### config.mk
export PLATFORM = sky130hd
export DESIGN_NAME = alu_cmd_sequencer
export DESIGN_NICKNAME = d
export VERILOG_FILES = /design/src/rtl/alu_cmd_sequencer.sv
export SDC_FILE = /design/constraint.sdc
export NUM_CORES = 1
export LEC_CHECK = 0
export BUFFER_PORTS_ARGS = -buffer_cell sky130_fd_sc_hd__buf_2
export CORE_UTILIZATION = 50
export DETAILED_ROUTE_END_ITERATION = 6
export PLACE_DENSITY = 0.78
export SYNTH_ARGS = -nofsm -noshare
export SYNTH_HDL_FRONTEND = slang
export SYNTH_SLANG_ARGS = --single-unit
export TNS_END_PERCENT = 10
### constraint.sdc
create_clock -name clk -period 2.45 [get_ports clk]
set_input_delay 0.245 -clock clk [delete_from_list [all_inputs] [get_ports clk]]
set_output_delay 0.245 -clock clk [all_outputs]
set_load 0.02 [all_outputs]
### src/rtl/alu_cmd_sequencer.sv
// Command FIFO plus IDLE/EXEC/HOLD sequencer that drives a combinational ALU and returns its results.
// Defining ALU_SEQ_ERR_EN adds out_err, which flags invalid opcodes and divide-by-zero and zeroes the result.
module alu_cmd_sequencer #(
    parameter int W     = 8,
    parameter int OPW   = 4,
    parameter int DEPTH = 4
) (
    input  logic                         clk,
    input  logic                         rst_n,
    input  logic                         in_valid,
    output logic                         in_ready,
    input  logic [W-1:0]                 in_opa,
    input  logic [W-1:0]                 in_opb,
    input  logic [OPW-1:0]               in_op,
    output logic [W-1:0]                 alu_opa,
    output logic [W-1:0]                 alu_opb,
    output logic [OPW-1:0]               alu_mux,
    input  logic [W-1:0]                 alu_result,
    output logic                         out_valid,
    input  logic                         out_ready,
    output logic [W-1:0]                 out_result,
    output logic [OPW-1:0]               out_op,
`ifdef ALU_SEQ_ERR_EN
    output logic                         out_err,
`endif
    output logic [$clog2(DEPTH+1)-1:0]   count
);

    localparam int CW = $clog2(DEPTH + 1);
    localparam int PW = $clog2(DEPTH);
    localparam int EW = 2 * W + OPW;

    typedef enum logic [1:0] {
        S_IDLE,
        S_EXEC,
        S_HOLD
    } state_t;

    state_t          r_state;
    state_t          w_nextState;

    logic [EW-1:0]   r_mem [DEPTH];
    logic [PW-1:0]   r_wrPtr;
    logic [PW-1:0]   r_rdPtr;
    logic [CW-1:0]   r_count;

    logic [W-1:0]    r_aluOpa;
    logic [W-1:0]    r_aluOpb;
    logic [OPW-1:0]  r_aluMux;
    logic            r_outValid;
    logic [W-1:0]    r_outResult;
    logic [OPW-1:0]  r_outOp;

    logic            w_full;
    logic            w_empty;
    logic            w_push;
    logic            w_pop;
    logic            w_capture;
    logic            w_release;
    logic [W-1:0]    w_headOpa;
    logic [W-1:0]    w_headOpb;
    logic [OPW-1:0]  w_headOp;
    logic [W-1:0]    w_result;

    // No bypass: a full FIFO refuses a push even when a pop happens on the same edge.
    assign w_full   = (r_count == CW'(DEPTH));
    assign w_empty  = (r_count == '0);
    assign w_push   = in_valid && !w_full;
    assign in_ready = !w_full;

    assign {w_headOpa, w_headOpb, w_headOp} = r_mem[r_rdPtr];

    always_ff @(posedge clk or negedge rst_n) begin
        if (!rst_n) begin
            r_state <= S_IDLE;
        end else begin
            r_state <= w_nextState;
        end
    end

    always_comb begin
        w_nextState = r_state;
        case (r_state)
            S_IDLE: if (!w_empty) w_nextState = S_EXEC;
            S_EXEC: w_nextState = S_HOLD;
            S_HOLD: if (out_ready) w_nextState = w_empty ? S_IDLE : S_EXEC;
            default: w_nextState = S_IDLE;
        endcase
    end

    always_comb begin
        w_pop     = 1'b0;
        w_capture = 1'b0;
        w_release = 1'b0;
        case (r_state)
            S_IDLE: w_pop = !w_empty;
            S_EXEC: w_capture = 1'b1;
            S_HOLD: begin
                w_release = out_ready;
                w_pop     = out_ready && !w_empty;
            end
            default: ;
        endcase
    end

    always_ff @(posedge clk) begin
        if (w_push) begin
            r_mem[r_wrPtr] <= {in_opa, in_opb, in_op};
        end
    end

    always_ff @(posedge clk or negedge rst_n) begin
        if (!rst_n) begin
            r_wrPtr <= '0;
            r_rdPtr <= '0;
            r_count <= '0;
        end else begin
            if (w_push) r_wrPtr <= r_wrPtr + 1'b1;
            if (w_pop)  r_rdPtr <= r_rdPtr + 1'b1;
            case ({w_push, w_pop})
                2'b10:   r_count <= r_count + 1'b1;
                2'b01:   r_count <= r_count - 1'b1;
                default: r_count <= r_count;
            endcase
        end
    end

`ifdef ALU_SEQ_ERR_EN
    logic w_err;
    logic r_outErr;

    assign w_err    = (r_aluMux > OPW'(11)) || ((r_aluMux == OPW'(3)) && (r_aluOpb == '0));
    assign w_result = w_err ? '0 : alu_result;
    assign out_err  = r_outErr;

    always_ff @(posedge clk or negedge rst_n) begin
        if (!rst_n) begin
            r_outErr <= 1'b0;
        end else if (w_capture) begin
            r_outErr <= w_err;
        end
    end
`else
    assign w_result = alu_result;
`endif

    // ALU operands only move on a pop so the ALU sees them stable through EXEC.
    always_ff @(posedge clk or negedge rst_n) begin
        if (!rst_n) begin
            r_aluOpa    <= '0;
            r_aluOpb    <= '0;
            r_aluMux    <= '0;
            r_outValid  <= 1'b0;
            r_outResult <= '0;
            r_outOp     <= '0;
        end else begin
            if (w_pop) begin
                r_aluOpa <= w_headOpa;
                r_aluOpb <= w_headOpb;
                r_aluMux <= w_headOp;
            end
            if (w_capture) begin
                r_outResult <= w_result;
                r_outOp     <= r_aluMux;
                r_outValid  <= 1'b1;
            end else if (w_release) begin
                r_outValid  <= 1'b0;
            end
        end
    end

    assign alu_opa    = r_aluOpa;
    assign alu_opb    = r_aluOpb;
    assign alu_mux    = r_aluMux;
    assign out_valid  = r_outValid;
    assign out_result = r_outResult;
    assign out_op     = r_outOp;
    assign count      = r_count;

endmodule

-- Yosys cells after proc, flatten, opt, wreduce, memory -nomap -nowiden
Memory sizes are Yosys's and may differ from the RTL's. A register that Yosys moved wholly into a read port is not among the register bits.
Index checks and enable logic that the tools add are counted.
- register bits: 22
- memory bits (writable): 80
- input port bits: 32
- output and inout bits: 37
- logic and storage cells: 41
- memories: 1
- memories (memory ; depth ; width ; read ports ; clocked after Yosys merged registers in ; wr ports ; RTL line ; RTL):
    r_mem ; 4 ; 20 ; 1 ; 1 ; 1 ; 42 ; logic [EW-1:0] r_mem [DEPTH];
- add/sub/neg operators: 4
- equality and inequality tests: 7
- muxes and demuxes: 12
- reduce and logical (&&, ||, !) cells: 10
- operator list (cell ; count):
    2-to-1 mux 1 bit ; 7
    case mux 2 bit (3 select lines) ; 1
    case mux 3 bit (2 select lines) ; 1
    adder 2 x 1 -> 2 bit, second input constant ; 2
    == test 2 x 1 -> 1 bit, second input constant ; 2
    == test 2 bit, second input constant ; 2
    2-to-1 mux 2 bit ; 2
    inequality test 2 bit, second input constant ; 2
    nonzero test 2 bit ; 2
    adder 3 x 1 -> 3 bit, second input constant ; 1
    == test 3 bit, second input constant ; 1
    logical NOT 1 bit ; 3
    logical NOT 3 bit ; 1
    subtractor 3 x 1 -> 3 bit, second input constant ; 1
    logical AND 1 bit ; 2
    logical NOT 2 bit ; 1
    case mux 1 bit (2 select lines) ; 1
    AND reduction 2 bit ; 1

-- Longest topological paths before layout
Gate-level depths: netlist (run 1).
- depth in word-level cells: 6
- gate-level depth with buffers: 9
- mapped depth without buffers: 9

-- Worst setup path before layout (run 1)
Ideal clock, no wire load.
- path kind: register to register
- from: register r_count[2] (netlist: count[2])
- to: register r_count[2] (netlist: count[2])
- library setup time: 80 ps
- data arrival time: 2152 ps
- data required time: 2370 ps
- path slack: 218 ps
- cell stages (with the launch flop): 10
- buffers on the path: 0
- clock period less this slack: 2232 ps
- cell sequence: dfrtp_1 -> or3b_4 -> and2_4 -> inv_1 -> ha_1 -> inv_1 -> fa_1 -> xor2_1 -> nor2_1 -> xor2_1
- elaborated cells between the ends (all ways): 13
- those cells by class: 2 x add/sub; 3 x eq/ne; 2 x mux; 6 x reduce/logical
- RTL lines (what ; RTL line ; RTL):
    start, declared ; 45 ; logic [CW-1:0] r_count;
    start signal, assigned ; 121 ; 2'b10: r_count <= r_count + 1'b1;
    start signal, assigned ; 122 ; 2'b01: r_count <= r_count - 1'b1;
    start signal, assigned ; 123 ; default: r_count <= r_count;
    == test 3 bit * ; 66 ; assign w_full = (r_count == CW'(DEPTH));
    logical NOT 1 bit * ; - ;
    via in_ready ; 11 ; output logic in_ready,
    logical AND 1 bit * ; 68 ; assign w_push = in_valid && !w_full;
    == test 2 x 1 -> 1 bit / == test 2 bit (equally long branches) ; 120 ; case ({w_push, w_pop})
    case mux 3 bit (2 select lines) / nonzero test 2 bit (equally long branches) ; - ;
The timed path passes the listed nets; every way through them passes the cells marked *.
A chain may end at the register's enable or synchronous reset.

-- Worst setup path in the final report (run 1)
- from: register r_count[0] (netlist: count[0])
- to: register r_count[2] (netlist: count[2])
- word-level cells in the longest chain between the ends: 6
- elaborated cells between the ends (all ways): 13
- those cells by class: 2 x add/sub; 3 x eq/ne; 2 x mux; 6 x reduce/logical
- RTL lines (what ; RTL line ; RTL):
    logical NOT 3 bit ; 67 ; assign w_empty = (r_count == '0);
    logical NOT 1 bit ; 96, 100 ;
    logical AND 1 bit ; 100 ; w_pop = out_ready && !w_empty;
    case mux 1 bit (2 select lines) ; 95 ; case (r_state)
    == test 2 x 1 -> 1 bit / == test 2 bit (equally long branches) ; 120 ;
    case mux 3 bit (2 select lines) / nonzero test 2 bit (equally long branches) ; - ;
Parallel ways exist; a longest one is shown, timed or not.

==> qor.yml, run 1 <==
cts_sinks: 122
ys.warnings.count: 0
worst_pin_slew_ps: 1090
initial_core_util: 0.512
busiest_layer: "met2"
crit_path_end_kind: "flip-flop"
antenna_found_initial: 0
globalplace.congestion: 0.681
synth.area.top_cells: "edfxtp_1 51%, dfrtp_1 22%, mux4_2 8.6%"
cts_tree: "yes"
drv_slew: 0
drt-pass1-iter-count: 4
hold_class: "input port to flip-flop"
finalPower_mw: 8.46
synth_edf_count: 80
coreArea_sq_um: 9200
gr-total-overflow: 0
drc: 0
cts_resized: 0
dieArea_sq_um: 9800
grt_pass1_vias: 2518
via_count: 2355
drive_gt1_frac: 0.436
met3_usage: 0.0574
grt_max_degree: 43
yosys-top-cells-count: "80 x edfxtp_1, 42 x dfrtp_1, 19 x mux2_4"
cts_made_buffers: 17
drt_iter0_markers: 74
wl_per_cell_um: 17.5
rows: 35
cp.required_ps: 2880
cts_root_buf: "clkbuf_8"
cp_max_fo: 6
async_flop_share: 0.344
fin_hold_ws_ps: 104
path_class: "flip-flop to flip-flop"
sw_frac_of_total: 0.302
netlist.area_leader.share: 0.511
grtUsageTotal: 0.180
maxCapViolCount: 0
syn_nets: 258
gr-usage-met2: 0.306
synth_top_area_cell: "edfxtp_1"
status: "completed"
pwr-share-comb: 0.335
min_period_over_period: 0.893
synthesis.area_sq_um: 4710
switchingPower_mw: 2.55
drt_wl_total_um: 8020
power_density_nw_per_um2: 1400
yosysUniqueCellTypes: 29
fmax_mhz: 457
dp_hpwl_um: 4570
cts.path.max_buffers: 2
p_clk_frac: 0.286
antenna_left: 0
min_period_ps: 2190
n_antenna_cell: 0
fin_util: 0.658
rsz0062_at_grt: "no"
cellLeakagePower_nw: 2.44
die_w_um: 99.0
grt_use_met1: 0.205
finalSetupTns_ps: 0
seqPwrFrac: 0.379
vdd_drop_max_mv: 0.741
p_int_mw: 5.90
port_buffers: 68
dp_cells: 396
finalSetupViolations: 0
vias_per_cell: 5.15
areaGrowthSynthToFinish_pct: 28.6
grt_pass1_wl_um: 12500
netlist_instances: 220
final_nets: 371
h-tree-depth: 4
clkTransAtPathRegs_ps: 60
pin_count: 69
synth_ff_type: "edfxtp_1"
cp-start-kind: "flip-flop"
yosysMostFrequentCell: "edfxtp_1"
slew_headroom: 0.276
hold_viol_final: 0
cp.arrival_ps: 2620
fin_skew_ps: 7.72
seq_area_frac_synth: 0.734
clk_latency_ps: 510
fin_cells: 457
ys_seq_elements: 122
dieHeight_um: 99.0
avgSynthCellArea_sq_um: 21.4
[worst paths after layout]
| check | from | end | slack, ps | cells past startpoint |
|---|---|---|---|---|
| min in group asynchronous | rst_n | out_result[1]$_DFFE_PN0P_ | 450 | 2 |
| hold reg to reg | out_result[2]$_DFFE_PN0P_ | out_result[2]$_DFFE_PN0P_ | 480 | 1 |
| hold / removal | out_ready | out_valid$_DFFE_PN0P_ | 100 | 4 |
| max in group asynchronous | rst_n | r_wrPtr[0]$_DFFE_PN0P_ | 1390 | 2 |
| setup reg to reg | count[0]$_DFFE_PN0P_ | count[2]$_DFFE_PN0P_ | 260 | 9 |
| setup / recovery | count[0]$_DFFE_PN0P_ | count[2]$_DFFE_PN0P_ | 260 | 9 |
[through the flow]
stage	worst slack, ps	area, sq um
finish	261	6050
global route	149	6050
CTS	247	6050
detailed placement	257	5170
global placement	338	5170
floorplan	218	4710
[state kept, by name (all words and copies together) (netlist names)]
name,flops
alu_mux,4
alu_opa,8
alu_opb,8
count,3
out_op,4
out_result,8
out_valid,1
r_mem,80
r_rdPtr,2
r_state,2
r_wrPtr,2
[per-layer routing]
| layer | wire length [um] | vias to the layer above | share of wire |
|---|---|---|---|
| li1 | - | 1082 | - |
| met1 | 3290 | 1180 | 0.41 |
| met2 | 4140 | 76 | 0.52 |
| met3 | 418 | 17 | 0.052 |
| met4 | 164 | 0 | 0.020 |
| met5 | 0 | - | 0 |
[worst max-delay path, stage by stage, from the launching register on]
cell	delay, ps
dfrtp_1	440
or3b_4	430
and2_4	190
inv_1	50
ha_1	170
inv_1	50
fa_1	370
xor2_1	150
nor2_1	100
xor2_1	160
[layout make-up]
| type | count | area (sq um) |
|---|---|---|
| Clock inverter | 7 | 87.6 |
| Tap cell | 111 | 139 |
| Sequential cell | 122 | 3450 |
| Clock buffer | 25 | 497 |
| Multi-Input combinational cell | 83 | 1170 |
| Fill cell | 600 | 3150 |
| Timing Repair Buffer | 101 | 673 |
| Inverter | 8 | 30.0 |
[placed cells by master (no fill, tap or decap), drive strengths merged]
master       instances
dlygate4sd3         29
clkinvlp             1
buf                 72
inv                  8
clkbuf              25
a21oi                2
xor2                 4
edfxtp              80
and3                 4
ha                   5
nor3                 3
bufinv               2
mux2i                1
fa                   1
mux4                20
clkinv               4
and2b                1
nand2                1
a21o                 1
or3b                 1
nor4b                1
nor2                 2
and2                 1
mux2                33
xnor2                2
dfrtp               42
[logic make-up after synthesis]
family	count (synthesis)	share of synthesized area
adder cells (fa/ha/maj)	6	0.0175
buffers and inverters	15	0.0175
AND/OR/NAND/NOR	14	0.0226
flip-flops	122	0.734
multiplexers	54	0.194
XOR/XNOR	6	0.0112
AO/OA/AOI/OAI	3	0.00372
[power by group through the flow]
stage          Combinational (mW)  Clock (mW)  Sequential (mW)
6_report                     2.84        2.41             3.21
4_1_cts                      2.88        2.45             3.21
3_5_place_dp                 2.82           0             3.24
5_1_grt                      3.06        2.54             3.28
2_1_floorplan                1.76           0             3.55
3_3_place_gp                 2.77           0             3.20
[timing repair]
action	4_1_cts	5_1_grt
buffers inserted	0	0
endpoints found under the hold margin	130	0
hold buffers	29	0
(Power assumes the default switching activity.)
==> run 2, diff against run 1 <==
--- a/config.mk
+++ b/config.mk
@@ -8,2 +8,3 @@
 export BUFFER_PORTS_ARGS = -buffer_cell sky130_fd_sc_hd__buf_2
+export CORE_MARGIN = 3
 export CORE_UTILIZATION = 50
--- a/constraint.sdc
+++ b/constraint.sdc
@@ -3,2 +3,2 @@
 set_output_delay 0.245 -clock clk [all_outputs]
-set_load 0.02 [all_outputs]
+set_load 0.05 [all_outputs]
==> run 2 against run 1 <==
- worst setup slack better by 6.6 ps
- maximum frequency up 0.30%
- sequential cell count unchanged
- largest power group is now combinational cells
==> qor.yml, run 2 (synthesis gave the netlist of run 1 again) <==
fin_util: 0.680
post_cts_buffers: 0
ctsHoldBuffers: 29
drc: 0
via_count: 2335
largest_reg_flops: 80
cts.path.max_buffers: 2
dp_cells: 395
p_clk_frac: 0.272
min_period_ps: 2180
maxCapViolCount: 0
areaGrowthSynthToFinish_pct: 29.0
cp_max_fo: 6
antenna_found_initial: 0
port_buffers: 68
drt-pass1-iter-count: 4
grtUsageTotal: 0.166
switchingPower_mw: 3.24
initial_core_util: 0.527
grt_pass1_vias: 2414
largest_register: "r_mem"
cp-start-kind: "flip-flop"
fin_hold_ws_ps: 92.0
cellLeakagePower_nw: 2.45
pwr-share-comb: 0.385
finalSetupTns_ps: 0
cts_root_buf: "clkbuf_8"
drive_gt1_frac: 0.437
cp.arrival_ps: 2600
cp.required_ps: 2870
fmax_mhz: 458
vdd_drop_max_mv: 0.691
globalplace.congestion: 0.717
slew_headroom: 0.292
n_antenna_cell: 0
dieArea_sq_um: 10600
crit_path_end_kind: "flip-flop"
path_class: "flip-flop to flip-flop"
rows: 34
dp_hpwl_um: 4690
drv_slew: 0
layout_common_cells: "80 x edfxtp_1, 68 x buf_2, 40 x dfrtp_1, 29 x dlygate4sd3_1, 19 x mux2_4"
vias_per_cell: 5.12
mostFrequentLayoutCell: "edfxtp_1"
sw_frac_of_total: 0.349
h-tree-depth: 4
cts_resized: 0
drt_iter0_markers: 71
drt_wl_total_um: 8000
min_period_over_period: 0.891
cts_tree: "yes"
die_w_um: 103
cts_sinks: 122
hold_class: "input port to flip-flop"
pin_count: 69
wl_per_cell_um: 17.6
final_nets: 373
antenna_left: 0
grt_pass1_wl_um: 12600
coreArea_sq_um: 8930
dieHeight_um: 103
rsz0062_at_grt: "no"
status: "completed"
fillers: 558
grt_max_degree: 43
hold_viol_final: 0
fin_skew_ps: 8.05
seqPwrFrac: 0.343
clk_latency_ps: 500
finalSetupViolations: 0
clkTransAtPathRegs_ps: 60
worst_pin_slew_ps: 1060
power_density_nw_per_um2: 1530
p_int_mw: 6.04
fin_cells: 456
cts_made_buffers: 17
gr-total-overflow: 0
## run 2: per-stage QoR
stage	setup slack [ps]	cell area, sq um	total power, mW
global placement	332	5180	6.69
global route	181	6070	9.73
CTS	259	6070	9.39
finish	268	6070	9.28
detailed placement	267	5180	6.77
floorplan	2.63	4710	6.03
## run 2: per-layer routing
metal | GRT usage | wire length (um)
met1 | 0.203 | 3370
met2 | 0.274 | 4090
met3 | 0.0528 | 395
met4 | 0.0717 | 142
met5 | 0 | 0
## run 2: area by class of cell
class	instances	area (sq um)	area share
clock buffer	21	429	0.0707
clock inverter	11	175	0.0289
inverter	8	30.0	0.00495
multi-input combinational	83	1170	0.193
sequential	122	3460	0.569
tap	108	135	0.0223
timing repair buffer	103	676	0.111
## run 2: power groups by stage
stage	Sequential, mW	Combinational, mW	Clock, mW
2_1_floorplan	4.25	1.78	0
3_3_place_gp	3.18	3.51	0
3_5_place_dp	3.21	3.57	0
4_1_cts	3.19	3.63	2.56
5_1_grt	3.25	3.81	2.66
6_report	3.18	3.58	2.52
## run 2: worst paths after layout
kind                                           start                         to  slack [ps]  depth (start not counted)
min                                        out_ready      out_valid$_DFFE_PN0P_          90                          4
min in group asynchronous                      rst_n  out_result[1]$_DFFE_PN0P_         460                          2
max                             count[0]$_DFFE_PN0P_       count[2]$_DFFE_PN0P_         270                          9
min reg2reg                out_result[1]$_DFFE_PN0P_  out_result[1]$_DFFE_PN0P_         480                          1
max in group asynchronous                      rst_n       count[0]$_DFFE_PN0P_        1310                          2
max reg2reg                     count[0]$_DFFE_PN0P_       count[2]$_DFFE_PN0P_         270                          9
## run 2: critical path, stage by stage, from the launching register on
cell and delay, ps:
dfrtp_2 440, or3b_4 410, and2_4 190, inv_1 50
ha_1 170, inv_1 60, fa_1 370, xor2_1 150
nor2_1 110, xor2_1 150
